File: src/rtl/alu_arbiter_pkg.sv
// Shared encodings for the two-requester ALU arbiter: FSM states and ALU opcodes.
package alu_arbiter_pkg;

    typedef enum logic [1:0] {
        StIdle = 2'd0,
        StExec = 2'd1,
        StResp = 2'd2
    } arb_state_e;

    localparam logic [3:0] ALU_OP_NOP = 4'h0;
    localparam logic [3:0] ALU_OP_ADD = 4'h1;
    localparam logic [3:0] ALU_OP_SUB = 4'h2;

endpackage

File: src/rtl/alu_arbiter_if.sv
// Requester and ALU-side signals of the arbiter, bundled; master drives requests and
// ALU results, slave is the arbiter itself.
interface alu_arbiter_if #(
    parameter int unsigned DATA_W = 32,
    parameter int unsigned OP_W   = 4
);
    logic              req0;
    logic [OP_W-1:0]   op0;
    logic [DATA_W-1:0] a0;
    logic [DATA_W-1:0] b0;
    logic              ack0;
    logic              req1;
    logic [OP_W-1:0]   op1;
    logic [DATA_W-1:0] a1;
    logic [DATA_W-1:0] b1;
    logic              ack1;
    logic [DATA_W-1:0] regc;
    logic              neg;
    logic              zero;
    logic              busy;
    logic [OP_W-1:0]   alu_op;
    logic [DATA_W-1:0] alu_a;
    logic [DATA_W-1:0] alu_b;
    logic [DATA_W-1:0] alu_c;
    logic              alu_neg;
    logic              alu_zero;

    modport master (
        output req0, op0, a0, b0, req1, op1, a1, b1, alu_c, alu_neg, alu_zero,
        input  ack0, ack1, regc, neg, zero, busy, alu_op, alu_a, alu_b
    );

    modport slave (
        input  req0, op0, a0, b0, req1, op1, a1, b1, alu_c, alu_neg, alu_zero,
        output ack0, ack1, regc, neg, zero, busy, alu_op, alu_a, alu_b
    );
endinterface

File: src/rtl/alu_arb_pick.sv
// Combinational 2-way grant chooser: round robin on the last grant, or requester 0
// always winning ties when FixedPrio is set.
module alu_arb_pick #(
    parameter bit FixedPrio = 1'b0
) (
    input  logic req0,
    input  logic req1,
    input  logic last,
    output logic gnt,
    output logic valid
);
    always_comb begin
        valid = req0 | req1;
        if (req0 && req1) begin
            gnt = FixedPrio ? 1'b0 : ~last;
        end else begin
            gnt = req1;
        end
    end
endmodule

File: src/rtl/alu_arbiter.sv
// Shares one external ALU between two requesters: grant, latch, execute, respond.
// Build option ALU_ARB_FIXED_PRIO_EN makes requester 0 win every tie.
module alu_arbiter
    import alu_arbiter_pkg::*;
#(
    parameter int unsigned DATA_W = 32,
    parameter int unsigned OP_W   = 4
) (
    input logic           iClk,
    input logic           iRst_n,
    alu_arbiter_if.slave  bus
);
`ifdef ALU_ARB_FIXED_PRIO_EN
    localparam bit FixedPrio = 1'b1;
`else
    localparam bit FixedPrio = 1'b0;
`endif

    arb_state_e        state_q;
    logic              gnt_q;
    logic              last_q;
    logic [OP_W-1:0]   alu_op_q;
    logic [DATA_W-1:0] alu_a_q;
    logic [DATA_W-1:0] alu_b_q;
    logic              ack0_q;
    logic              ack1_q;
    logic [DATA_W-1:0] regc_q;
    logic              neg_q;
    logic              zero_q;
    logic              busy_q;

    logic pick_gnt;
    logic pick_valid;

    alu_arb_pick #(
        .FixedPrio (FixedPrio)
    ) u_pick (
        .req0  (bus.req0),
        .req1  (bus.req1),
        .last  (last_q),
        .gnt   (pick_gnt),
        .valid (pick_valid)
    );

    // The operand latches double as the ALU drive: loaded on grant, cleared when leaving
    // EXEC, so the ALU sees op 0 whenever no operation is in flight.
    always_ff @(posedge iClk) begin
        if (!iRst_n) begin
            state_q  <= StIdle;
            gnt_q    <= 1'b0;
            last_q   <= 1'b1;
            alu_op_q <= '0;
            alu_a_q  <= '0;
            alu_b_q  <= '0;
            ack0_q   <= 1'b0;
            ack1_q   <= 1'b0;
            regc_q   <= '0;
            neg_q    <= 1'b0;
            zero_q   <= 1'b0;
            busy_q   <= 1'b0;
        end else begin
            unique case (state_q)
                StIdle: begin
                    ack0_q <= 1'b0;
                    ack1_q <= 1'b0;
                    if (pick_valid) begin
                        gnt_q    <= pick_gnt;
                        alu_op_q <= pick_gnt ? bus.op1 : bus.op0;
                        alu_a_q  <= pick_gnt ? bus.a1  : bus.a0;
                        alu_b_q  <= pick_gnt ? bus.b1  : bus.b0;
                        busy_q   <= 1'b1;
                        state_q  <= StExec;
                    end
                end
                StExec: begin
                    regc_q   <= bus.alu_c;
                    neg_q    <= bus.alu_neg;
                    zero_q   <= bus.alu_zero;
                    last_q   <= gnt_q;
                    alu_op_q <= '0;
                    alu_a_q  <= '0;
                    alu_b_q  <= '0;
                    ack0_q   <= ~gnt_q;
                    ack1_q   <= gnt_q;
                    state_q  <= StResp;
                end
                StResp: begin
                    ack0_q  <= 1'b0;
                    ack1_q  <= 1'b0;
                    busy_q  <= 1'b0;
                    state_q <= StIdle;
                end
                default: begin
                    state_q <= StIdle;
                end
            endcase
        end
    end

    assign bus.ack0   = ack0_q;
    assign bus.ack1   = ack1_q;
    assign bus.regc   = regc_q;
    assign bus.neg    = neg_q;
    assign bus.zero   = zero_q;
    assign bus.busy   = busy_q;
    assign bus.alu_op = alu_op_q;
    assign bus.alu_a  = alu_a_q;
    assign bus.alu_b  = alu_b_q;
endmodule

File: src/flat_wrapper.sv
// flat-port wrapper written by rule: the top's interface ports become plain ports
module alu_arbiter_flat import alu_arbiter_pkg::*;
#(
    parameter int unsigned DATA_W = 32,
    parameter int unsigned OP_W   = 4
)
  (iClk, iRst_n, bus_req0, bus_op0, bus_a0, bus_b0, bus_req1, bus_op1, bus_a1, bus_b1, bus_alu_c, bus_alu_neg, bus_alu_zero, bus_ack0, bus_ack1, bus_regc, bus_neg, bus_zero, bus_busy, bus_alu_op, bus_alu_a, bus_alu_b);
  alu_arbiter_if #(.DATA_W(DATA_W), .OP_W(OP_W)) bus_i ();
  input logic iClk;
  input logic iRst_n;
  input wire logic [$bits(bus_i.req0)-1:0] bus_req0;
  input wire logic [$bits(bus_i.op0)-1:0] bus_op0;
  input wire logic [$bits(bus_i.a0)-1:0] bus_a0;
  input wire logic [$bits(bus_i.b0)-1:0] bus_b0;
  input wire logic [$bits(bus_i.req1)-1:0] bus_req1;
  input wire logic [$bits(bus_i.op1)-1:0] bus_op1;
  input wire logic [$bits(bus_i.a1)-1:0] bus_a1;
  input wire logic [$bits(bus_i.b1)-1:0] bus_b1;
  input wire logic [$bits(bus_i.alu_c)-1:0] bus_alu_c;
  input wire logic [$bits(bus_i.alu_neg)-1:0] bus_alu_neg;
  input wire logic [$bits(bus_i.alu_zero)-1:0] bus_alu_zero;
  output wire logic [$bits(bus_i.ack0)-1:0] bus_ack0;
  output wire logic [$bits(bus_i.ack1)-1:0] bus_ack1;
  output wire logic [$bits(bus_i.regc)-1:0] bus_regc;
  output wire logic [$bits(bus_i.neg)-1:0] bus_neg;
  output wire logic [$bits(bus_i.zero)-1:0] bus_zero;
  output wire logic [$bits(bus_i.busy)-1:0] bus_busy;
  output wire logic [$bits(bus_i.alu_op)-1:0] bus_alu_op;
  output wire logic [$bits(bus_i.alu_a)-1:0] bus_alu_a;
  output wire logic [$bits(bus_i.alu_b)-1:0] bus_alu_b;
  assign bus_i.req0 = bus_req0;
  assign bus_i.op0 = bus_op0;
  assign bus_i.a0 = bus_a0;
  assign bus_i.b0 = bus_b0;
  assign bus_i.req1 = bus_req1;
  assign bus_i.op1 = bus_op1;
  assign bus_i.a1 = bus_a1;
  assign bus_i.b1 = bus_b1;
  assign bus_i.alu_c = bus_alu_c;
  assign bus_i.alu_neg = bus_alu_neg;
  assign bus_i.alu_zero = bus_alu_zero;
  assign bus_ack0 = bus_i.ack0;
  assign bus_ack1 = bus_i.ack1;
  assign bus_regc = bus_i.regc;
  assign bus_neg = bus_i.neg;
  assign bus_zero = bus_i.zero;
  assign bus_busy = bus_i.busy;
  assign bus_alu_op = bus_i.alu_op;
  assign bus_alu_a = bus_i.alu_a;
  assign bus_alu_b = bus_i.alu_b;
  alu_arbiter #(.DATA_W(DATA_W), .OP_W(OP_W)) u_core (.iClk(iClk), .iRst_n(iRst_n), .bus(bus_i));
endmodule
File: config.mk
export PLATFORM = sky130hd
export DESIGN_NAME = alu_arbiter_flat
export DESIGN_NICKNAME = d
export VERILOG_FILES = /design/src/rtl/alu_arbiter_pkg.sv /design/src/rtl/alu_arbiter_if.sv /design/src/rtl/alu_arb_pick.sv /design/src/rtl/alu_arbiter.sv /design/src/flat_wrapper.sv
export SDC_FILE = /design/constraint.sdc
export NUM_CORES = 1
export LEC_CHECK = 0
export ABC_AREA = 0
export CORE_UTILIZATION = 37
export DETAILED_ROUTE_END_ITERATION = 8
export PLACE_DENSITY = 0.93
export SLEW_MARGIN = 5
export SYNTH_ARGS = -nofsm -noshare
export SYNTH_HDL_FRONTEND = slang
export SYNTH_HIERARCHICAL = 1
export SYNTH_SLANG_ARGS = --single-unit
File: constraint.sdc
create_clock -name iClk -period 2.3 [get_ports iClk]
set_input_delay 0.69 -clock iClk [delete_from_list [all_inputs] [get_ports iClk]]
set_output_delay 0.69 -clock iClk [all_outputs]
set_load 0.03 [all_outputs]
# Yosys cells after proc, flatten, opt, wreduce, memory -nomap -nowiden
# Index checks and enable logic that the tools add are counted.
# totals
regBits,109
output_inout_bits,105
in_bits,174
# op_classes
bitwise_logic,3
muxes,16
eq_ne,3
reduce_logical,9
# ops
cell,n
32-bit two-way mux,4
32-bit case mux with 2 select lines,2
4-bit two-way mux,2
4-bit case mux with 2 select lines,1
1-bit case mux with 2 select lines,3
2-bit AND reduction,3
2-bit nonzero test,3
2-bit case mux with 2 select lines,1
2-bit by 1-bit equality test with 1-bit output (second input constant),1
2-bit equality test (second input constant),1
2-bit zero test,1
1-bit two-way mux,2
2-bit two-way mux,1
2-bit by 1-bit != test with 1-bit output (second input constant),1
1-bit inverter,2
2-bit OR reduction,1
1-bit logical AND,1
1-bit bitwise OR,1

# Logic depth before layout (Yosys ltp)
# logic_depth
depth_word,5
mapped_depth,7

# Cells and area by module
# The synthesis kept the hierarchy.
# modules_own_cells
mod,n_inst,seq_area_each_um2,cells_each,area_per_inst_um2
alu_arbiter,1,2182.1,369,4418.0
alu_arb_pick,1,0.0,2,13.8

# Worst setup path before layout
# Ideal clock, no wire load.
# synth_timing
kind,input-to-reg
from,in bus_req1
to,reg u_core.alu_a_q[15] (netlist: u_core/bus.alu_a[15])
arrival_time_ns,1.681
required_time_ns,2.177
stages,6
path_slack_ns,0.495
cell_sequence,a21boi_1 > buf_2 > buf_2 > mux2_2 > o22ai_1 > nor2_1
# synth_between
elab_chain_cells,5
word_cells_on_any_way,8
classes_between,eq/ne (1); mux (4); bitwise (1); reduce/logical (2)
# synth_rtl
item,line_no,rtl
from (decl),flat_wrapper.sv:15,input wire logic [$bits(bus_i.req1)-1:0] bus_req1;
1-bit logical AND,alu_arb_pick.sv:14,if (req0 && req1) begin
1-bit two-way mux,alu_arb_pick.sv:14,
32-bit two-way mux,alu_arbiter.sv:69,alu_a_q <= pick_gnt ? bus.a1 : bus.a0;
32-bit two-way mux,alu_arbiter.sv:66,if (pick_valid) begin
32-bit case mux with 2 select lines,alu_arbiter.sv:62,unique case (state_q)
to (signal assigned),alu_arbiter.sv:69,
to (decl),alu_arbiter.sv:23,logic [DATA_W-1:0] alu_a_q;
# Several ways; a longest one is shown, not always the timed one. The select of a mux whose other input is x is not followed.
# A chain may end at the register's enable or synchronous reset.

# Worst setup path after layout
# layout_timing
from,reg u_core.alu_a_q[30] (netlist: u_core/bus.alu_a[30])
to,out bus_alu_a[30]
# layout_lines
item,line_no,rtl
to (decl),flat_wrapper.sv:29,output wire logic [$bits(bus_i.alu_a)-1:0] bus_alu_a;
# No word-level cell between the ends.

==> flow_metrics.py <==
metrics = {
    "run_status": {
        "status": "finished with violations",
        "violations": "design-rule violations",
    },
    "setup_path": {
        "critPathTopFamily": "buffers and inverters",
        "cp-end-kind": "primary output",
        "worstSetupStartpointType": "flip-flop",
        "critPathMaxStageDelay_ns": 0.71,
        "worstPathArrival_ns": 1.42,
        "critPathSlowestCell": "clkdlybuf4s50_1",
        "cp_num_buf_inv": 1,
        "path_cells": "clkdlybuf4s50_1",
        "critical_path_class": "flip-flop to primary output",
        "cp.required_ns": 1.61,
        "cp_max_fo": 2,
    },
    "cells_and_area": {
        "antennaDiodeCount": 0,
        "layout.cells.non_filler": 788,
        "layout.nets": 814,
        "syn_to_final_growth_pct": 73.0,
        "drive_above_1_share_pct": 15.5,
        "final_cell_area_um2": 7660,
    },
    "drt": {
        "routed_wl_um": 13000,
        "drc": 19,
        "antenna_left": 0,
        "wl_per_cell_um": 16.5,
        "routed_via_density": 5.07,
        "drtIter0Drc": 140,
        "dr.pass1.iters": 7,
        "via_count": 3995,
    },
    "cts": {
        "cts_resized": 0,
        "clkLatencyLatePin_ns": 0.34,
        "root_buffer": "clkbuf_16",
        "ctsHoldBuffers": 0,
        "cts.clk_slew.worst_paths_ns": 0.07,
        "htree_levels": 3,
        "cts_buffers": 9,
        "post-cts-setup-buffer-count": 0,
        "cts_tree": "yes",
        "clock_path_buffers": 2,
        "cts.sinks": 109,
    },
    "min_path": {
        "hp-class": "flip-flop to flip-flop",
    },
    "sta": {
        "drv_slew": 0,
        "finClkSkew_ns": 0.00835,
        "setup_violations": 0,
        "tns_ns": 0,
        "tightestPinTransition_ns": 0.372,
        "min_period_over_period_pct": 91.6,
        "rsz0062_at_grt": "no",
        "relSlewSlack_pct": 75.2,
        "hold_viol": 0,
        "timing.final.crit_period_ns": 2.11,
        "fmax_mhz": 475,
        "finalWorstSetupSlack_ns": 0.193,
    },
    "floorplanning": {
        "fp.coreArea_um2": 11600,
        "die_w_um": 111,
        "die_h_um": 111,
        "rows": 39,
        "io_pins": 279,
        "die-area_um2": 12400,
        "start_util_pct": 38.3,
    },
    "pwr": {
        "ir_worst_vdd_v": 0.000538,
        "power.total_uw": 5290,
        "p_per_area_nw_per_um2": 690,
        "p_leak_uw": 0.00288,
    },
    "placement": {
        "place_inst": 772,
        "routabilityCongestion": 0.763,
        "place_ws_ns": -0.0393,
        "port_buffers": 278,
        "dpl-instance-area_um2": 7360,
        "dpl.hpwl_um": 9870,
    },
    "global_routing": {
        "use_met3_pct": 5.39,
        "grt_use_total_pct": 20.4,
        "first_global_vias": 4045,
        "grtUsageMet1_pct": 21.3,
        "antenna_found_initial": 0,
        "grt_max_degree": 37,
        "overflow": 0,
        "grtUsageMet2_pct": 38.8,
        "grt_first_pass_wirelength_um": 20300,
        "grt.busiest_layer": "met2",
    },
    "synth": {
        "seq_area_frac_synth_pct": 49.2,
        "synth.net_count": 545,
        "yosysTopAreaCell": "dfxtp_1",
        "yosysUniqueCellTypes": 29,
        "synth_area_leaders": "dfxtp_1, o22ai_2, mux2_2",
        "synth_cells": 371,
        "yosysWarnings": 6,
        "syn-cell-area_um2": 4430,
        "ys_seq_elements": 109,
        "syn_avg_cell_area_um2": 11.9,
        "synth_top_area_share_pct": 49.2,
    },
    "flow_run": {
        "drv_cap": 0,
    },
}
[report_power, final]
| part | switching [µW] | leakage (µW) | internal (µW) |
|---|---|---|---|
| logic | 731 | 0.00184 | 802 |
| registers | 108 | 0.000898 | 2060 |
| clock network | 733 | 0.000142 | 862 |
[kinds of logic after synthesis]
kind of cell | synth area share [%]
muxes | 16.3
AOI/OAI and AO/OA | 24.1
and+or+nand+nor | 4.83
buffers and inverters | 5.53
DFF | 49.2
[layout make-up]
cell class	count	area, µm²
timing repair buffer	291	2970
clock inverter	7	83.8
clock buffer	9	225
multi-input combinational	226	2020
tap	143	179
inverter	3	11.3
fill	867	3900
sequential	109	2180
[routing by layer]
metal	part of all wire, %	wire length, µm
met1	37	4770
met2	53	6900
met3	8.3	1080
met4	2.3	295
met5	0	0
[stage by stage]
| step | util, % | hold WS, ns |
|---|---|---|
| 5_1_grt | 66.3 | 0.483 |
| 2_1_floorplan | - | 0.447 |
| 3_3_place_gp | 63.6 | 0.444 |
| 4_1_cts | 66.3 | 0.469 |
| 6_report | 66.3 | 0.467 |
| 3_5_place_dp | 63.6 | 0.450 |
[sequential cells by signal, summed over array words and instances (netlist names)]
signal,count
u_core/bus.ack1,1
u_core/bus.ack0,1
u_core/bus.zero,1
u_core/bus.busy,1
u_core/gnt_q,1
u_core/last_q,1
u_core/bus.neg,1
u_core/state_q,2
u_core/bus.alu_op,4
u_core/bus.regc,32
u_core/bus.alu_b,32
u_core/bus.alu_a,32
[cells in the final DEF, fill, tap and decap left out, types with 4 or more instances in the layout]
master / n
o2bb2ai_1: 35
mux2_2: 33
a22o_1: 34
nor2_1: 36
dfxtp_1: 109
o22ai_2: 30
clkbuf_16: 9
buf_4: 6
clkdlybuf4s50_1: 278
buf_12: 7
nand2_1: 4
mux2i_1: 35
[synth_stat cells]
cell and count:
o22ai_1 3, buf_2 13, o21ai_0 1, nor3b_2 1
nor2b_4 1, a21boi_1 1, a22o_1 34, o21ba_2 1
o2bb2ai_1 35, o22ai_2 30, mux2i_1 35, o32a_1 1
a21boi_2 1, mux2_2 33, nor2b_1 1, a21oi_1 2
nand2_1 4, dfxtp_1 109, inv_1 3, nor2_1 36
nor3_1 1, or2_1 1, clkbuf_1 6, buf_6 11
buf_4 3, or3b_1 1, nor2_4 1, a21boi_0 1
o21ai_2 1
[path summary, 6_finish.rpt]
check | cells past startpoint | slack [ns] | end | startpoint
worst max-delay path | 1 | 0.19 | bus_alu_a[30] | u_core/bus.alu_a[30]
worst min register to register | 1 | 0.47 | u_core/bus.alu_b[1] | u_core/bus.alu_b[1]
worst min-delay path | 1 | 0.47 | u_core/bus.alu_b[1] | u_core/bus.alu_b[1]
worst max register to register | 4 | 0.77 | u_core/bus.alu_a[12] | u_core/state_q[1]
Note: power is estimated with default switching activity, not from simulation.
